[config.mk]
export PLATFORM = sky130hd
export DESIGN_NAME = sram_fifo_ctrl
export DESIGN_NICKNAME = d
export VERILOG_FILES = /design/src/rtl/sram_fifo_pkg.sv /design/src/rtl/sram_fifo_outbuf.sv /design/src/rtl/sram_fifo_ctrl.sv
export SDC_FILE = /design/constraint.sdc
export NUM_CORES = 1
export LEC_CHECK = 0
export CORE_UTILIZATION = 48
export CTS_CLUSTER_SIZE = 40
export DETAILED_ROUTE_END_ITERATION = 12
export PLACE_DENSITY_LB_ADDON = 0.25
export SLEW_MARGIN = 5
export SYNTH_ARGS = -nofsm -noshare
export SYNTH_HDL_FRONTEND = slang
export SYNTH_HIERARCHICAL = 1
export SYNTH_SLANG_ARGS = --single-unit
[constraint.sdc]
create_clock -name clk -period 3.5 [get_ports clk]
set_input_delay 0.875 -clock clk [delete_from_list [all_inputs] [get_ports clk]]
set_output_delay 0.875 -clock clk [all_outputs]
set_load 0.03 [all_outputs]
[src/rtl/sram_fifo_pkg.sv]
// -----------------------------------------------------------------------------
// sram_fifo_pkg
// Shared sizing constants, types and helpers for the SRAM-backed FIFO
// controller (sram_fifo_ctrl) and its output buffer (sram_fifo_outbuf).
//   DEPTH  : SRAM entries (power of two, matches the sram8t128x72 macro)
//   WIDTH  : data word width (matches the macro)
//   ADDR_W : SRAM address width
//   CNT_W  : total occupancy counter width (DEPTH words + 2 buffered)
// -----------------------------------------------------------------------------
package sram_fifo_pkg;

    localparam int unsigned DEPTH    = 128;
    localparam int unsigned WIDTH    = 72;
    localparam int unsigned ADDR_W   = $clog2(DEPTH);
    localparam int unsigned CNT_W    = $clog2(DEPTH + 3);
    localparam int unsigned OB_DEPTH = 2;
    localparam int unsigned OB_CNT_W = 2;

    typedef logic [WIDTH-1:0]    word_t;
    typedef logic [ADDR_W-1:0]   addr_t;
    typedef logic [CNT_W-1:0]    cnt_t;
    typedef logic [OB_CNT_W-1:0] ob_cnt_t;

    // True when the output buffer can absorb one more word next cycle, given
    // its occupancy, a read landing this cycle, and a pop this cycle:
    // occ + pend - deq < OB_DEPTH, rearranged to stay unsigned.
    function automatic logic ob_has_room(input ob_cnt_t occ,
                                         input logic    pend,
                                         input logic    deq);
        logic [2:0] w_lhs;
        logic [2:0] w_rhs;
        w_lhs = 3'(occ) + 3'(pend);
        w_rhs = 3'(OB_DEPTH) + 3'(deq);
        return (w_lhs < w_rhs);
    endfunction

endpackage : sram_fifo_pkg

[src/rtl/sram_fifo_outbuf.sv]
// -----------------------------------------------------------------------------
// sram_fifo_outbuf
// Two-entry in-order output buffer that hides the SRAM read latency.
// Ports:
//   clk, reset_n   : clock, async active-low reset
//   i_clear        : synchronous flush
//   i_push         : write i_push_data at the tail (caller guarantees room)
//   i_push_data    : word to append
//   i_pop          : consumer takes the head (ignored while empty)
//   o_valid        : head entry present
//   o_data         : head entry
//   o_cnt          : occupancy (0..2)
// -----------------------------------------------------------------------------
module sram_fifo_outbuf
    import sram_fifo_pkg::*;
(
    input  logic    clk,
    input  logic    reset_n,
    input  logic    i_clear,
    input  logic    i_push,
    input  word_t   i_push_data,
    input  logic    i_pop,
    output logic    o_valid,
    output word_t   o_data,
    output ob_cnt_t o_cnt
);

    word_t   r_d0;      // head
    word_t   r_d1;      // second entry
    ob_cnt_t r_cnt;
    logic    r_valid;
    logic    w_pop;

    assign w_pop = i_pop & r_valid;

    // Storage and occupancy update; push lands in the first free slot
    // after the pop has been applied.
    always_ff @(posedge clk or negedge reset_n) begin
        if (!reset_n) begin
            r_d0    <= '0;
            r_d1    <= '0;
            r_cnt   <= '0;
            r_valid <= 1'b0;
        end else if (i_clear) begin
            r_cnt   <= '0;
            r_valid <= 1'b0;
        end else begin
            case ({w_pop, i_push})
                2'b10: begin
                    r_d0    <= r_d1;
                    r_cnt   <= r_cnt - OB_CNT_W'(1);
                    r_valid <= (r_cnt == OB_CNT_W'(2));
                end
                2'b01: begin
                    if (r_cnt == '0) begin
                        r_d0 <= i_push_data;
                    end else begin
                        r_d1 <= i_push_data;
                    end
                    r_cnt   <= r_cnt + OB_CNT_W'(1);
                    r_valid <= 1'b1;
                end
                2'b11: begin
                    if (r_cnt == OB_CNT_W'(1)) begin
                        r_d0 <= i_push_data;
                    end else begin
                        r_d0 <= r_d1;
                        r_d1 <= i_push_data;
                    end
                end
                default: ;
            endcase
        end
    end

    assign o_valid = r_valid;
    assign o_data  = r_d0;
    assign o_cnt   = r_cnt;

endmodule : sram_fifo_outbuf

[src/rtl/sram_fifo_ctrl.sv]
// -----------------------------------------------------------------------------
// sram_fifo_ctrl
// Sequences the sram8t128x72 dual-port macro (port 1 read, port 2 write,
// registered 1-cycle read) as a DEPTH x WIDTH queue with valid/ready on both
// sides. A 2-entry output buffer keeps dequeue at one word per cycle.
// Macro CE1/CE2 are tied to clk at the level above.
//
// Optional build macro SRAM_FIFO_BYPASS_EN: when the SRAM and the read
// pipeline are empty and the output buffer has room, an enqueued word goes
// straight into the output buffer (1-cycle latency instead of 3).
//
// Ports:
//   clk, reset_n           : clock, async active-low reset
//   clear                  : synchronous flush pulse
//   in_valid/in_ready/in_data    : producer side
//   out_valid/out_ready/out_data : consumer side
//   count                  : words held (SRAM + in-flight read + out buffer)
//   sram_a1/csb1/oeb1/o1   : macro read port
//   sram_a2/csb2/web2/i2   : macro write port
// -----------------------------------------------------------------------------
module sram_fifo_ctrl
    import sram_fifo_pkg::*;
(
    input  logic  clk,
    input  logic  reset_n,
    input  logic  clear,
    input  logic  in_valid,
    output logic  in_ready,
    input  word_t in_data,
    output logic  out_valid,
    input  logic  out_ready,
    output word_t out_data,
    output cnt_t  count,
    output addr_t sram_a1,
    output logic  sram_csb1,
    output logic  sram_oeb1,
    input  word_t sram_o1,
    output addr_t sram_a2,
    output logic  sram_csb2,
    output logic  sram_web2,
    output word_t sram_i2
);

    addr_t   r_wr_ptr;
    addr_t   r_rd_ptr;
    cnt_t    r_sram_cnt;
    cnt_t    r_count;
    logic    r_rd_pending;

    logic    w_enq;
    logic    w_deq;
    logic    w_rd_issue;
    logic    w_bypass;
    logic    w_sram_wr;
    logic    w_ob_push;
    word_t   w_ob_data;
    logic    w_ob_valid;
    word_t   w_ob_head;
    ob_cnt_t w_ob_cnt;

    // Handshakes; in_ready depends only on registered SRAM occupancy.
    assign in_ready = (r_sram_cnt != CNT_W'(DEPTH));
    assign w_enq    = in_valid & in_ready;
    assign w_deq    = w_ob_valid & out_ready;

    // Read only words committed at an earlier edge, and only when the output
    // buffer is guaranteed a slot when the data returns next cycle.
    assign w_rd_issue = (r_sram_cnt != '0) &&
                        ob_has_room(w_ob_cnt, r_rd_pending, w_deq);

`ifdef SRAM_FIFO_BYPASS_EN
    // Nothing older than this word exists outside the out buffer, so writing
    // it there directly keeps order.
    assign w_bypass = w_enq && (r_sram_cnt == '0) && !r_rd_pending &&
                      ob_has_room(w_ob_cnt, 1'b0, w_deq);
`else
    assign w_bypass = 1'b0;
`endif

    assign w_sram_wr = w_enq & ~w_bypass;

    // Macro pins
    assign sram_a2   = r_wr_ptr;
    assign sram_i2   = in_data;
    assign sram_csb2 = ~w_sram_wr;
    assign sram_web2 = ~w_sram_wr;
    assign sram_a1   = r_rd_ptr;
    assign sram_csb1 = ~w_rd_issue;
    assign sram_oeb1 = 1'b0;

    // Returning read data has priority; bypass cannot coincide with it.
    assign w_ob_push = r_rd_pending | w_bypass;
    assign w_ob_data = r_rd_pending ? sram_o1 : in_data;

    // Pointers, occupancy counters and read pipeline flag.
    always_ff @(posedge clk or negedge reset_n) begin
        if (!reset_n) begin
            r_wr_ptr     <= '0;
            r_rd_ptr     <= '0;
            r_sram_cnt   <= '0;
            r_count      <= '0;
            r_rd_pending <= 1'b0;
        end else if (clear) begin
            r_wr_ptr     <= '0;
            r_rd_ptr     <= '0;
            r_sram_cnt   <= '0;
            r_count      <= '0;
            r_rd_pending <= 1'b0;
        end else begin
            r_wr_ptr     <= r_wr_ptr + ADDR_W'(w_sram_wr);
            r_rd_ptr     <= r_rd_ptr + ADDR_W'(w_rd_issue);
            r_sram_cnt   <= r_sram_cnt + CNT_W'(w_sram_wr) - CNT_W'(w_rd_issue);
            r_count      <= r_count + CNT_W'(w_enq) - CNT_W'(w_deq);
            r_rd_pending <= w_rd_issue;
        end
    end

    sram_fifo_outbuf u_outbuf (
        .clk         (clk),
        .reset_n     (reset_n),
        .i_clear     (clear),
        .i_push      (w_ob_push),
        .i_push_data (w_ob_data),
        .i_pop       (w_deq),
        .o_valid     (w_ob_valid),
        .o_data      (w_ob_head),
        .o_cnt       (w_ob_cnt)
    );

    assign out_valid = w_ob_valid;
    assign out_data  = w_ob_head;
    assign count     = r_count;

endmodule : sram_fifo_ctrl

# After elaboration in Yosys (flattened, before gate mapping)

Index checks and enable logic that the tools add are counted.

$add $sub $neg: 10
Magnitude comparators: 1
Eq/ne operators: 9
Muxes and demuxes: 16
Bitwise operators: 6
Reductions and logical operators: 8

Operators by type and width:

| kind                | number |
|---|---|
| $mux 72             | 5 |
| $pmux 72 s3         | 1 |
| $pmux 72 s2         | 1 |
| $add 8x1->8         | 2 |
| $mux 8              | 2 |
| $sub 8x1->8         | 2 |
| $add 7x1->7         | 2 |
| $mux 7              | 2 |
| $ne 8x8->1 const B  | 1 |
| $reduce_bool 8->1   | 1 |
| $eq 2x2->1 const B  | 3 |
| $reduce_bool 3->1   | 2 |
| $eq 2x1->1 const B  | 2 |
| $ne 2x2->1 const B  | 2 |
| $pmux 2 s2          | 1 |
| $reduce_and 4->1    | 1 |
| $add 2x1->3         | 1 |
| $add 2x1->3 const A | 1 |
| $and 1x1->1         | 3 |
| $lt 3x3->1          | 1 |
| $not 1->1           | 3 |
| $reduce_and 3->1    | 1 |
| $add 2x1->2 const B | 1 |
| $logic_not 2->1     | 1 |
| 7 further kinds     | 8 |

Register bits after elaboration: 178
Output and inout port bits: 172

# Logic depth before layout (Yosys ltp)

Depth in word-level cells: 6
Mapped depth: 14
Depth with buffers taken out: 14

# Hierarchy

The synthesis kept the hierarchy.

By module, submodules not included:

| module           | instances | cells an instance | area each (µm²) | sequential area each (µm²) |
|---|---|---|---|---|
| sram_fifo_outbuf | 1         | 525               | 7143.1          | 3678.5 |
| sram_fifo_ctrl   | 1         | 347               | 3309.4          | 775.7 |

# Worst setup path before layout

No wires, ideal clock.

Path kind: reg2reg
Start point: register r_sram_cnt[4]
End point: register r_count[5] (netlist: count[5])
Arrival time: 2.950 ns
Data required time: 3.413 ns
Slack: 0.463 ns
Cell stages (with the launch flop): 13
Clock period less this slack: 3.037 ns
Cells stage by stage: dfrtp_1 > inv_1 > ha_1 > nor4bb_1 > nand2_1 > nand2_1 > ha_1 > inv_1 > ha_1 > a211oi_2 > nor2_1 > or4_1 > o211ai_1

Cells in the longest elaborated chain, start to end: 5

Ends and longest elaborated chain:

| what                     | RTL line              | RTL |
|---|---|---|
| start: declaration       | sram_fifo_ctrl.sv:46  | `cnt_t r_sram_cnt;` |
| start signal: assignment | sram_fifo_ctrl.sv:112 | `r_sram_cnt <= r_sram_cnt + CNT_W'(w_sram_wr) - CNT_W'(w_rd_issue);` |
| $ne 8x8->1               | sram_fifo_ctrl.sv:62  | `assign in_ready = (r_sram_cnt != CNT_W'(DEPTH));` |
| net in_ready             | sram_fifo_ctrl.sv:28  | `output logic in_ready,` |
| $and 1x1->1              | sram_fifo_ctrl.sv:63  | `assign w_enq = in_valid & in_ready;` |
| $add 8x1->8              | sram_fifo_ctrl.sv:113 | `r_count <= r_count + CNT_W'(w_enq) - CNT_W'(w_deq);` |
| $sub 8x1->8              | sram_fifo_ctrl.sv:113 |  |
| $mux 8                   | sram_fifo_ctrl.sv:103 | `end else if (clear) begin` |
| end signal: assignment   | sram_fifo_ctrl.sv:113 |  |
| end: declaration         | sram_fifo_ctrl.sv:47  | `cnt_t r_count;` |

The timed path passes the listed nets, and every way through them passes these cells.
A chain may end at the register's enable or synchronous reset.

# Final worst setup path

Start point: register r_sram_cnt[5]
End point: output port sram_csb1

Cells in the longest elaborated chain, start to end: 3

Ends and longest elaborated chain:

| what              | RTL line             | RTL |
|---|---|---|
| $reduce_bool 8->1 | sram_fifo_ctrl.sv:68 | `assign w_rd_issue = (r_sram_cnt != '0) &&` |
| $logic_and 1x1->1 | sram_fifo_ctrl.sv:68 |  |
| $not 1->1         | sram_fifo_ctrl.sv:88 | `assign sram_csb1 = ~w_rd_issue;` |
| end: declaration  | sram_fifo_ctrl.sv:35 | `output logic sram_csb1,` |

No other way between the ends.

==> reports/metrics.yaml <==
sta:
  finalSetupTns_ps: 0
  setup_viol: 0
  finalClockSkew_ps: 12.2
  hold_viol: 0
  report.final.slew_viol_count: 0
  worst_pin_slew_ps: 1060
  fin_ws_ps: 254
  slew_headroom: 0.292
  grt_setup_unrepaired: "false"
  min_period_over_period: 0.927
  max_freq_ghz: 0.308
  finalCriticalPeriod_ps: 3250
  hold-worst-slack_ps: 336
route:
  first_pass_iters: 5
  drt_iter0_drc: 402
  wirelength_um: 25000
  wire_per_inst_um: 18.3
  viasPerCell: 5.70
  drc: 0
  num_vias: 7759
  drtAntennaViolNets: 0
setup_path:
  critical_path_class: "register to primary output"
  worst-path-buf-inv: 2
  cp-start-kind: "register"
  cp_max_fo: 3
  arrival_ps: 2370
  required_ps: 2620
  rrSetupSlack_ps: 520
  worst_path_max_delay_cell: "clkdlybuf4s50_1"
  slowest_delay_ps: 710
  cp_cell_sequence: "inv_1 -> ha_1 -> nor4bb_2 -> a21oi_1 -> nand2_1 -> clkdlybuf4s50_1"
  crit_family: "buffers and inverters"
  crit_path_end_kind: "primary output"
clock_network:
  cts.sinks: 178
  cts_tree: "yes"
  htree_levels: 4
  postCtsHoldBufs: 0
  cts-root-buf: "clkbuf_16"
  insertion_delay_ps: 440
  cts_buffer_depth: 2
  clk_pin_slew_worst_paths_ps: 80
  cts_buffers: 17
place:
  gp_congestion: 0.825
  dp_hpwl_um: 16000
  numPortBuffers: 319
  pre_cts_slack_ps: 240
global_route:
  grt_pass1_wl_um: 40500
  grt_pass1_vias: 7836
  antenna_found_initial: 0
  grt_overflow_total: 0
  grt_usage: 0.227
  grt_max_degree: 224
synth:
  yosys.area.top_type: "dfrtp_1"
  async_flop_share: 1.00
  synthCells: 872
  synthTopCellsByCount: "dfrtp_1, buf_4, mux2_2"
  yosys-top-cells-area: "dfrtp_1, mux2_4, mux2_2"
  synth_area_mm2: 0.0105
  synth_edf_count: 0
  yosysSeqAreaShare: 0.426
  synth_seq_cells: 178
  synth_nets: 1053
  synth_top_area_share: 0.426
  avgSynthCellArea_um2: 12.0
  yosys_warnings: 6
  synth_ff_type: "dfrtp_1"
  synth_cell_types: 50
  synth_most_common_cell: "dfrtp_1"
power:
  switching_share: 0.401
  comb_power_share: 0.564
  switching_power_w: 0.00502
  pwr-share-clk: 0.151
  intPower_w: 0.00752
  powerDensity_mw_per_mm2: 904
  cellLeakagePower_nw: 5.79
  power_frac_seq: 0.285
  ir_worst_vdd_uv: 639
final_layout:
  drive_gt1_frac: 0.183
  antenna_cells: 0
  areaGrowthSynthToFinish_pct: 32.8
  layout.nets: 1254
floorplan:
  io_pins: 321
  fp-row-count: 53
  core_area_mm2: 0.0212
  die_y_um: 150
  dieArea_mm2: 0.0224
  die_x_um: 150
  start_util: 0.494
outcome:
  status: "finished clean"
run:
  max_cap_violations: 0
hold_path:
  min-delay-path-class: "input port to async pin"
==> area by class of cell <==
class / instances / area (um2)
Fill cell: 1643 / 7280
Sequential cell: 178 / 4460
Multi-Input combinational cell: 519 / 5010
Tap cell: 275 / 344
Clock inverter: 15 / 173
Timing Repair Buffer: 332 / 3370
Inverter: 25 / 93.8
Clock buffer: 17 / 425
==> flip-flops by register name, indices dropped and copies added, names as in the netlist <==
signal and flops:
count 8, r_rd_pending 1, r_sram_cnt 8, sram_a1 7
sram_a2 7, u_outbuf/o_cnt 2, u_outbuf/o_data 72, u_outbuf/o_valid 1
u_outbuf/r_d1 72
==> cell families (layout without fill, tap and decap cells) <==
group,count (synthesis),after routing,synth area share
and+or+nand+nor,73,73,0.0364
adders and majority gates,32,32,0.0397
AOI/OAI and AO/OA,251,251,0.204
buffers and inverters,175,389,0.0962
DFF,178,178,0.426
other,1,1,0.000359
muxes,145,145,0.181
xor gates and xnor gates,17,17,0.0156
==> what timing repair did <==
action,in CTS,in global routing
gates resized for setup,1,2
hold endpoints to repair,0,0
setup buffers,0,0
setup endpoints to repair,2,2
==> layer usage <==
layer / track usage / vias up / part of all wire
li1: - / 3593 / -
met4: 0.0526 / 0 / 0.0069
met3: 0.0543 / 15 / 0.062
met5: 0 / - / 0
met2: 0.366 / 244 / 0.49
met1: 0.307 / 3907 / 0.44
==> power groups by stage <==
stage                     clock, W  combinational (W)  sequential, W
after detailed placement         0            0.00709        0.00358
after global routing       0.00202            0.00762        0.00369
after floorplan                  0            0.00411        0.00442
after global placement           0            0.00699        0.00356
after CTS                  0.00195            0.00713        0.00357
final                      0.00189            0.00708        0.00357
==> cells in the final DEF (no fill, tap or decap), types with 3 or more instances in the layout <==
cell type        netlist  routed
a21oi_1               10      10
a21o_1                 6       6
inv_1                 25      25
nand2_1                8       8
clkinv_8               0       5
buf_4                 75       8
a21boi_0              72      72
o21ai_0                4       4
clkdlybuf4s50_1        0     315
nor2b_1                9       9
nand3b_1               4       4
mux2_2                75      75
xnor2_1                9       9
a311o_1               72      72
xor2_1                 7       7
buf_12                 0       6
nor3_1                 4       4
clkbuf_16              0      17
dfrtp_1              178     177
o22a_1                72      72
nor2_1                24      23
clkinv_4               0       4
ha_1                  30      30
inv_8                  0       3
mux2_4                70      70
nand3_1                9       9
==> final timing paths <==
check	end	cells past startpoint	startpoint
worst max-delay path	sram_csb1	6	r_sram_cnt[5]
worst min-delay path	count[2]	1	reset_n
worst max register to register	count[5]	12	r_sram_cnt[5]
worst min register to register	u_outbuf/r_d1[65]	1	u_outbuf/r_d1[65]
max in group asynchronous	u_outbuf/o_data[32]	2	reset_n
min in group clk	u_outbuf/r_d1[65]	1	u_outbuf/r_d1[65]
==> per-stage QoR <==
stage	utilization	cell area, um2	total power (W)	std cells
2_1_floorplan	-	10500	0.00854	872
3_3_place_gp	0.627	13300	0.0105	1329
3_5_place_dp	0.627	13300	0.0107	1329
4_1_cts	0.656	13900	0.0126	1361
5_1_grt	0.656	13900	0.0133	1361
6_report	0.656	13900	0.0125	1361
Note: power is estimated with default switching activity, not from simulation.
